## config.mk

```make
export PLATFORM = sky130hd
export DESIGN_NAME = mips_cpu_bus_hilo_unit
export DESIGN_NICKNAME = d
export VERILOG_FILES = /design/src/rtl/mips_cpu_bus_hilo_pkg.sv /design/src/rtl/mips_cpu_bus_seq_divider.sv /design/src/rtl/mips_cpu_bus_hilo_unit.sv
export SDC_FILE = /design/constraint.sdc
export NUM_CORES = 1
export LEC_CHECK = 0
export CORE_AREA = 10 10 206 208
export DETAILED_ROUTE_END_ITERATION = 8
export DIE_AREA = 0 0 216 218
export PLACE_DENSITY = 0.7
export RECOVER_POWER = 25
export SETUP_SLACK_MARGIN = 0.1
export SYNTH_ARGS = -nofsm -noshare
export SYNTH_HDL_FRONTEND = slang
export SYNTH_SLANG_ARGS = --single-unit
```

## constraint.sdc

```tcl
create_clock -name clk -period 4 [get_ports clk]
set_clock_uncertainty 0.1 [all_clocks]
set_input_delay 1 -clock clk [delete_from_list [all_inputs] [get_ports clk]]
set_output_delay 1 -clock clk [all_outputs]
set_load 0.02 [all_outputs]
```

## src/rtl/mips_cpu_bus_hilo_pkg.sv

```systemverilog
// Shared definitions for the HI/LO multiply/divide unit: ALU control codes,
// the sequencer state type and small op-classification helpers.
package mips_cpu_bus_hilo_pkg;

    localparam logic [4:0] ALU_MULT  = 5'd8;
    localparam logic [4:0] ALU_MULTU = 5'd7;
    localparam logic [4:0] ALU_DIV   = 5'd5;
    localparam logic [4:0] ALU_DIVU  = 5'd4;
    localparam logic [4:0] ALU_MTLO  = 5'd18;
    localparam logic [4:0] ALU_MTHI  = 5'd19;

    typedef enum logic [1:0] {
        IDLE  = 2'd0,
        RUN   = 2'd1,
        FIXUP = 2'd2
    } hilo_state_t;

    // True for the four iterative operations.
    function automatic logic is_muldiv_op(input logic [4:0] code);
        case (code)
            ALU_MULT, ALU_MULTU, ALU_DIV, ALU_DIVU: return 1'b1;
            default:                                return 1'b0;
        endcase
    endfunction

    // True for the codes that take the signed (magnitude + sign flag) path.
    function automatic logic is_signed_op(input logic [4:0] code);
        case (code)
            ALU_MULT, ALU_DIV: return 1'b1;
            default:           return 1'b0;
        endcase
    endfunction

endpackage

```

## src/rtl/mips_cpu_bus_seq_divider.sv

```systemverilog
// Restoring divider on unsigned magnitudes: one quotient bit per step.
// A zero divisor naturally yields quotient all-ones and remainder = dividend.
module mips_cpu_bus_seq_divider #(
    parameter int W = 32
) (
    input  logic         clk_i,
    input  logic         reset_i,
    input  logic         load_i,
    input  logic         step_i,
    input  logic [W-1:0] dividend_i,
    input  logic [W-1:0] divisor_i,
    output logic [W-1:0] quotient_o,
    output logic [W-1:0] remainder_o
);

    logic [W-1:0] quo_q;
    logic [W-1:0] rem_q;
    logic [W-1:0] dsr_q;
    logic [W:0]   shifted_s;
    logic [W-1:0] rem_sub_s;
    logic         fits_s;

    // Trial subtraction of the divisor from the partial remainder shifted left by one.
    always_comb begin
        shifted_s = {rem_q, quo_q[W-1]};
        fits_s    = (shifted_s >= {1'b0, dsr_q});
        rem_sub_s = shifted_s[W-1:0] - dsr_q;
    end

    // Quotient/remainder shift registers: load on a new divide, advance one bit per step.
    always_ff @(posedge clk_i) begin
        if (reset_i) begin
            quo_q <= {W{1'b0}};
            rem_q <= {W{1'b0}};
            dsr_q <= {W{1'b0}};
        end else if (load_i) begin
            quo_q <= dividend_i;
            rem_q <= {W{1'b0}};
            dsr_q <= divisor_i;
        end else if (step_i) begin
            if (fits_s) begin
                rem_q <= rem_sub_s;
                quo_q <= {quo_q[W-2:0], 1'b1};
            end else begin
                rem_q <= shifted_s[W-1:0];
                quo_q <= {quo_q[W-2:0], 1'b0};
            end
        end
    end

    assign quotient_o  = quo_q;
    assign remainder_o = rem_q;

endmodule

```

## src/rtl/mips_cpu_bus_hilo_unit.sv

```systemverilog
// Iterative multiply/divide unit owning HI/LO. Multiplies are shift-add on a
// 64-bit accumulator; divides use the sequential restoring divider. Signed
// ops run on magnitudes and get their signs restored in the FIXUP cycle.
module mips_cpu_bus_hilo_unit
    import mips_cpu_bus_hilo_pkg::*;
#(
    parameter int DATA_WIDTH = 32,
    parameter int ITERATIONS = 32
) (
    input  logic                  clk,
    input  logic                  reset,
    input  logic                  start,
    input  logic [4:0]            op,
    input  logic [DATA_WIDTH-1:0] op_a,
    input  logic [DATA_WIDTH-1:0] op_b,
    output logic                  busy,
    output logic                  done,
    output logic [DATA_WIDTH-1:0] hi,
    output logic [DATA_WIDTH-1:0] lo,
    input  logic                  mf_req,
    input  logic                  mf_hi_sel,
    output logic [DATA_WIDTH-1:0] mf_data,
    output logic                  mf_stall
);

    localparam int              W     = DATA_WIDTH;
    localparam int              CW    = $clog2(ITERATIONS);
    localparam logic [CW-1:0]   LAST  = CW'(ITERATIONS - 1);
    localparam logic [W-1:0]    ONE   = W'(1);
    localparam logic [2*W-1:0]  ONE2  = (2*W)'(1);

    hilo_state_t    state_q, state_d;
    logic [CW-1:0]  count_q;
    logic           is_div_q, neg_q, neg_rem_q, dbz_q, done_q;
    logic [W-1:0]   mcand_q, hi_q, lo_q;
    logic [2*W-1:0] acc_q;

    logic           accept_s, muldiv_go_s, signed_s, div_load_s, div_step_s;
    logic [W-1:0]   abs_a_s, abs_b_s;
    logic [W:0]     mul_sum_s;
    logic [2*W-1:0] acc_step_s, prod_fix_s;
    logic [W-1:0]   div_quo_s, div_rem_s, quo_fix_s, rem_fix_s;

    // Request acceptance and operand magnitude preparation.
    always_comb begin
        accept_s    = start && (state_q == IDLE);
        muldiv_go_s = accept_s && is_muldiv_op(op);
        signed_s    = is_signed_op(op);
        abs_a_s     = (signed_s && op_a[W-1]) ? (~op_a + ONE) : op_a;
        abs_b_s     = (signed_s && op_b[W-1]) ? (~op_b + ONE) : op_b;
        div_load_s  = muldiv_go_s && ((op == ALU_DIV) || (op == ALU_DIVU));
        div_step_s  = (state_q == RUN) && is_div_q;
    end

    // One shift-add multiply step; the multiplier sits in the low half and shifts out.
    always_comb begin
        mul_sum_s  = {1'b0, acc_q[2*W-1:W]} + (acc_q[0] ? {1'b0, mcand_q} : {(W+1){1'b0}});
        acc_step_s = {mul_sum_s, acc_q[W-1:1]};
    end

    // Sign restoration; a zero divisor forces LO to all-ones and leaves HI = dividend.
    always_comb begin
        prod_fix_s = neg_q ? (~acc_q + ONE2) : acc_q;
        rem_fix_s  = neg_rem_q ? (~div_rem_s + ONE) : div_rem_s;
        if (dbz_q) begin
            quo_fix_s = {W{1'b1}};
        end else if (neg_q) begin
            quo_fix_s = ~div_quo_s + ONE;
        end else begin
            quo_fix_s = div_quo_s;
        end
    end

    mips_cpu_bus_seq_divider #(.W(W)) u_div (
        .clk_i       (clk),
        .reset_i     (reset),
        .load_i      (div_load_s),
        .step_i      (div_step_s),
        .dividend_i  (abs_a_s),
        .divisor_i   (abs_b_s),
        .quotient_o  (div_quo_s),
        .remainder_o (div_rem_s)
    );

    // Sequencer next-state logic.
    always_comb begin
        state_d = state_q;
        case (state_q)
            IDLE:    state_d = muldiv_go_s ? RUN : IDLE;
            RUN:     state_d = (count_q == LAST) ? FIXUP : RUN;
            FIXUP:   state_d = IDLE;
            default: state_d = IDLE;
        endcase
    end

    // Sequencer state register.
    always_ff @(posedge clk) begin
        if (reset) begin
            state_q <= IDLE;
        end else begin
            state_q <= state_d;
        end
    end

    // Datapath registers: operand latch, iteration, HI/LO writes and done pulse.
    always_ff @(posedge clk) begin
        if (reset) begin
            count_q   <= {CW{1'b0}};
            is_div_q  <= 1'b0;
            neg_q     <= 1'b0;
            neg_rem_q <= 1'b0;
            dbz_q     <= 1'b0;
            mcand_q   <= {W{1'b0}};
            acc_q     <= {(2*W){1'b0}};
            hi_q      <= {W{1'b0}};
            lo_q      <= {W{1'b0}};
            done_q    <= 1'b0;
        end else begin
            done_q <= 1'b0;
            if (accept_s && (op == ALU_MTHI)) begin
                hi_q <= op_a;
            end
            if (accept_s && (op == ALU_MTLO)) begin
                lo_q <= op_a;
            end
            if (muldiv_go_s) begin
                count_q   <= {CW{1'b0}};
                is_div_q  <= (op == ALU_DIV) || (op == ALU_DIVU);
                neg_q     <= signed_s && (op_a[W-1] ^ op_b[W-1]);
                neg_rem_q <= signed_s && op_a[W-1];
                dbz_q     <= (op_b == {W{1'b0}});
                mcand_q   <= abs_a_s;
                acc_q     <= {{W{1'b0}}, abs_b_s};
            end
            if (state_q == RUN) begin
                count_q <= count_q + CW'(1);
                if (!is_div_q) begin
                    acc_q <= acc_step_s;
                end
            end
            if (state_q == FIXUP) begin
                done_q <= 1'b1;
                if (is_div_q) begin
                    hi_q <= rem_fix_s;
                    lo_q <= quo_fix_s;
                end else begin
                    hi_q <= prod_fix_s[2*W-1:W];
                    lo_q <= prod_fix_s[W-1:0];
                end
            end
        end
    end

    assign busy     = (state_q != IDLE);
    assign done     = done_q;
    assign hi       = hi_q;
    assign lo       = lo_q;
    assign mf_data  = mf_hi_sel ? hi_q : lo_q;
    assign mf_stall = mf_req & busy;

endmodule

```

==> impl_metrics.tcl, run 1 <==
set metrics [dict create \
    maxCapViolations 2 \
    hp-class "reg2reg" \
    io_buffers 172 \
    grt_pass1_wl_um 110000 \
    track_usage 0.291 \
    cts_made_buffers 34 \
    first_pass_iters 6 \
    synth_flop_cell "dfxtp_1" \
    initial_core_util 0.492 \
    async_flop_share 0 \
    worstPathMaxFanout 5 \
    endpoint_kind "register" \
    cts_tree "built" \
    die_y_um 218 \
    cts.sink_count 268 \
    syn_to_final_growth_pct 20.5 \
    finalSetupViolations 0 \
    wl_per_cell_um 22.4 \
    startpoint_type "register" \
    mostFrequentLayoutCells "dfxtp_1 (266), nor2_1 (265), nand2_1 (249), a21oi_1 (180), o21ai_0 (150)" \
    cts_max_level 2 \
    seq_area_frac_synth 0.285 \
    dp.cells 3110 \
    routed_wl_um 71100 \
    mappedNetlistArea_um2 18800 \
    layout_commonest_cell "dfxtp_1" \
    p_leak_nw 8.77 \
    cp_data_required_time_ns 4.32 \
    hpwl_um 53600 \
    die_area_um2 47100 \
    root_buffer "clkbuf_16" \
    final_nets 2775 \
    drt-initial-drc-count 1867 \
    synth-seq-cells 268 \
    design_area_um2 22700 \
    dieWidth_um 216 \
    min_period_ns 3.76 \
    slowest_delay_ns 0.61 \
    cp.arrival_ns 4.08 \
    clockBufferDepth 3 \
    ir_worst_vdd_v 0.000239 \
    cts_setup_buffers 0 \
    gr-total-overflow 0 \
    drive_gt1_frac 0.0833 \
    clkLatencyLatePin_ns 0.54 \
    violations "max-capacitance violations, max-slew violations" \
    fin_tns_setup_ns 0 \
    avgViaCountPerCell 6.23 \
    clk_pin_slew_worst_paths_ns 0.06 \
    rows 72 \
    power_density_nw_per_um2 324 \
    power_mw 7.34 \
    status "complete, but fails checks" \
    avgSynthCellArea_um2 7.57 \
    core-area_um2 38300 \
    crit_chain "or4_4, or4_4, or3_1, or3b_4, or2_4, o41ai_2, xnor2_1, o22ai_1, a211oi_1" \
    grt_antenna_before_repair 0 \
    synth-edff-count 0 \
    gp_congestion 1.00 \
    synthesis.instances 2487 \
    whs_ns 0.353 \
    place_ws_ns -0.133 \
    remaining_drc_errors 0 \
    finalMaxSlewViolations 75 \
    vias 19765 \
    r2r_slack_ns 0.24 \
    rsz0062_at_grt "no" \
    postLayoutCoreUtil 0.592 \
    max_freq_ghz 0.266 \
    worst-setup-path-type "reg2reg" \
    setup_slack_ns 0.236 \
    synth_cell_types 69 \
    ios 173 \
    placed_area_um2 21500 \
    fin_crit_sh 0.941 \
    hold_viol_final 0 \
    tightest_slew_ns 2.06 \
    ant_nets 0 \
    instances_no_fill 3172 \
    ys_warn_count 0 \
    timing.max_slew.rel_slack -0.371 \
    cp_common_cell "or4_4" \
    grt_max_degree 70 \
    synth_nets 2634 \
    critPathSlowestCell "or4_4" \
    grt_pass1_vias 18635 \
]
## layer usage
layer  up-vias  track usage  share of wire
met1      9400        0.375           0.41
li1       9291            -              -
met2       927        0.472           0.45
met3       147       0.0526          0.094
met5         -            0              0
met4         0        0.120          0.040
## state kept, by name, summed over array words and instances (netlist names)
| register | flops |
|---|---|
| acc_q | 64 |
| count_q | 5 |
| dbz_q | 1 |
| done | 1 |
| hi | 32 |
| is_div_q | 1 |
| lo | 32 |
| mcand_q | 32 |
| neg_q | 1 |
| neg_rem_q | 1 |
| state_q | 2 |
| u_div.dsr_q | 32 |
| u_div.quotient_o | 32 |
| u_div.remainder_o | 32 |
## power by group
group | internal [mW] | switching [mW] | total, mW
clock | 2.08 | 1.25 | 3.34
combinational | 0.455 | 0.780 | 1.23
sequential | 2.72 | 0.0546 | 2.77
## path summary, 6_finish.rpt
kind | cells past startpoint | start | to
worst min-delay path | 2 | mcand_q[6]$_SDFFE_PP0P_ | mcand_q[6]$_SDFFE_PP0P_
worst max register to register | 9 | acc_q[6]$_SDFF_PP0_ | hi[29]$_SDFFE_PP0P_
worst max-delay path | 9 | acc_q[6]$_SDFF_PP0_ | hi[29]$_SDFFE_PP0P_
worst min register to register | 2 | mcand_q[6]$_SDFFE_PP0P_ | mcand_q[6]$_SDFFE_PP0P_
## logic make-up (layout without fill, tap and decap cells)
| group | after synthesis | count (layout) | synth area share |
|---|---|---|---|
| simple gates | 844 | 844 | 0.211 |
| buf+inv | 244 | 410 | 0.0487 |
| flops | 268 | 268 | 0.285 |
| other cells | 0 | 1 | 0 |
| xor+xnor | 225 | 225 | 0.105 |
| mux | 70 | 70 | 0.0394 |
| compound gates | 763 | 763 | 0.262 |
| fa+ha+maj | 73 | 73 | 0.0493 |
## critical path: cells and delay by family, from the launching register on
family / cells / cell delay, ns
simple gates: 5 / 2.27
compound gates: 3 / 0.70
xor+xnor: 1 / 0.26
flops: 1 / 0.31
## layout make-up
| cell class | count | area (µm²) |
|---|---|---|
| clock inverter | 9 | 170 |
| multi-input combinational | 1975 | 12600 |
| inverter | 73 | 274 |
| timing repair buffer | 276 | 2590 |
| fill | 3535 | 15600 |
| antenna | 1 | 2.50 |
| sequential | 268 | 5370 |
| tap | 518 | 648 |
| clock buffer | 52 | 1020 |
## what timing repair did
action	CTS	global route
hold buffers	0	0
gates resized for setup	0	1
setup endpoints to repair	0	1
## Yosys cell counts, drive strengths merged (54+ instances only)
master	number	area share
a211oi	131	0.052
a21oi	180	0.048
clkbuf	150	0.030
dfxtp	268	0.29
ha	71	0.047
inv	73	0.015
nand2	249	0.050
nand3	54	0.014
nor2	268	0.053
o21ai	154	0.041
xnor2	136	0.063
xor2	89	0.041
Note: power is estimated with default switching activity, not from simulation.
==> run 2, diff against run 1 <==
==> constraint.sdc (replaced) <==
create_clock -name clk -period 3.6 [get_ports clk]
set_clock_uncertainty 0.1 [all_clocks]
set_input_delay 0.9 -clock clk [delete_from_list [all_inputs] [get_ports clk]]
set_output_delay 0.9 -clock clk [all_outputs]
set_load 0.02 [all_outputs]
==> impl_metrics.tcl, run 2 (synthesized netlist as in run 1, its figures left out) <==
set metrics [dict create \
    seq_power_share 0.391 \
    startpoint_type "register" \
    drt-initial-drc-count 1987 \
    min_period_ns 3.61 \
    pwr-share-comb 0.192 \
    gp_congestion 0.948 \
    setup_slack_ns -0.0114 \
    violations "negative setup slack" \
    hpwl_um 55800 \
    hp-class "reg2reg" \
    largest-register "acc_q" \
    gr-total-overflow 0 \
    grt_pass1_vias 19010 \
    startpoint "u_div.remainder_o[9]$_SDFFE_PP0P_" \
    root_buffer "clkbuf_16" \
    clockBufferDepth 3 \
    largest_reg_flops 64 \
    maxCapViolations 0 \
    rsz0062_at_grt "yes" \
    tightest_slew_ns 1.34 \
    cts_tree "built" \
    die_y_um 218 \
    p_leak_nw 9.31 \
    core-area_um2 38300 \
    timing.max_slew.rel_slack 0.105 \
    finalSetupViolations 1 \
    hold_viol_final 0 \
    cp.arrival_ns 3.97 \
    first_pass_iters 7 \
    p_sw_frac 0.300 \
    grt_pass1_wl_um 113000 \
    clkPwrFrac 0.418 \
    worstPathMaxFanout 5 \
    endpoint_kind "register" \
    cts_max_level 2 \
    final_nets 2887 \
    ir_worst_vdd_v 0.000233 \
    cts_made_buffers 34 \
    layout_commonest_cell "dfxtp_1" \
    fillCellCount 3494 \
    io_buffers 172 \
    routed_wl_um 73500 \
    ios 173 \
    power_mw 7.87 \
    design_area_um2 23600 \
    max_freq_ghz 0.277 \
    die_area_um2 47100 \
    worst-setup-path-type "reg2reg" \
    internal_power_mw 5.51 \
    finalMaxSlewViolations 0 \
    remaining_drc_errors 0 \
    placed_area_um2 22400 \
    cts.sink_count 268 \
    cp_data_required_time_ns 3.96 \
    wl_per_cell_um 22.4 \
    grt_max_degree 122 \
    vias 20115 \
    initial_core_util 0.492 \
    place_ws_ns -0.480 \
    reg2reg_from "u_div.remainder_o[9]$_SDFFE_PP0P_" \
    mostFrequentLayoutCells "dfxtp_1 (266), nor2_1 (265), nand2_1 (249), buf_4 (202), a21oi_1 (179)" \
    ant_nets 0 \
    hp-start "mcand_q[5]$_SDFFE_PP0P_" \
    dieWidth_um 216 \
    track_usage 0.301 \
    rows 72 \
    p_sw_mw 2.36 \
    grt_antenna_before_repair 4 \
    fin_crit_sh 1.00 \
    drive_gt1_frac 0.131 \
    clk_pin_slew_worst_paths_ns 0.06 \
    syn_to_final_growth_pct 25.2 \
    clkLatencyLatePin_ns 0.55 \
    power_density_nw_per_um2 334 \
    avgViaCountPerCell 6.13 \
    status "complete, but fails checks" \
]
run 2: area by class of cell:
cell class / count / area (µm²) / share of cell area
Multi-Input combinational cell: 1975 / 12800 / 0.542
Sequential cell: 268 / 5370 / 0.228
Timing Repair Buffer: 388 / 3450 / 0.147
Clock buffer: 46 / 967 / 0.0410
Tap cell: 518 / 648 / 0.0275
Inverter: 73 / 274 / 0.0116
Clock inverter: 13 / 77.6 / 0.00329
Antenna cell: 1 / 2.50 / 0.000106
run 2: per-stage QoR:
step / setup TNS (ns) / std cells / util / hold slack, ns
after detailed placement: -8.32 / 3221 / 0.584 / 0.346
after global placement: -7.66 / 3221 / 0.584 / 0.338
final: -0.0114 / 3282 / 0.616 / 0.352
after CTS: 0 / 3280 / 0.612 / 0.353
after floorplan: 0 / 2487 / - / 0.332
after global routing: -0.115 / 3281 / 0.615 / 0.390
run 2: routing by layer:
layer / wire, µm / GRT usage / vias up / share of wire
li1: - / - / 9508 / -
met3: 6350 / 0.0614 / 159 / 0.086
met1: 30900 / 0.387 / 9574 / 0.42
met5: 41 / 0 / - / 0.00056
met4: 2540 / 0.102 / 6 / 0.035
met2: 33700 / 0.493 / 868 / 0.46
run 2: worst paths after layout:
check / slack (ns) / depth (start not counted) / end
setup / recovery: -0.01 / 9 / hi[29]$_SDFFE_PP0P_
hold reg to reg: 0.35 / 2 / mcand_q[5]$_SDFFE_PP0P_
setup reg to reg: -0.01 / 9 / hi[29]$_SDFFE_PP0P_
hold / removal: 0.35 / 2 / mcand_q[5]$_SDFFE_PP0P_
run 2: power groups by stage:
stage / combinational (mW) / clock, mW / sequential, mW
2_1_floorplan: 0.794 / 0 / 3.13
3_3_place_gp: 1.44 / 0 / 3.14
3_5_place_dp: 1.45 / 0 / 3.14
4_1_cts: 1.47 / 3.32 / 3.07
5_1_grt: 1.62 / 3.44 / 3.08
6_report: 1.51 / 3.29 / 3.08
run 2: worst max-delay path, stage by stage (launching register included):
cell and delay (ns):
dfxtp_1 0.32, or4_4 0.55, or4_4 0.45, or3_4 0.35, or3_4 0.35, or4_4 0.57
o31ai_2 0.30, xnor2_1 0.21, o22ai_1 0.11, a211oi_1 0.22
run 2: repair_timing:
item,in CTS,in global routing
setup endpoints to repair,12,48
pin swaps,3,10
resized for setup,10,27
hold buffers,0,0
setup buffers,0,1
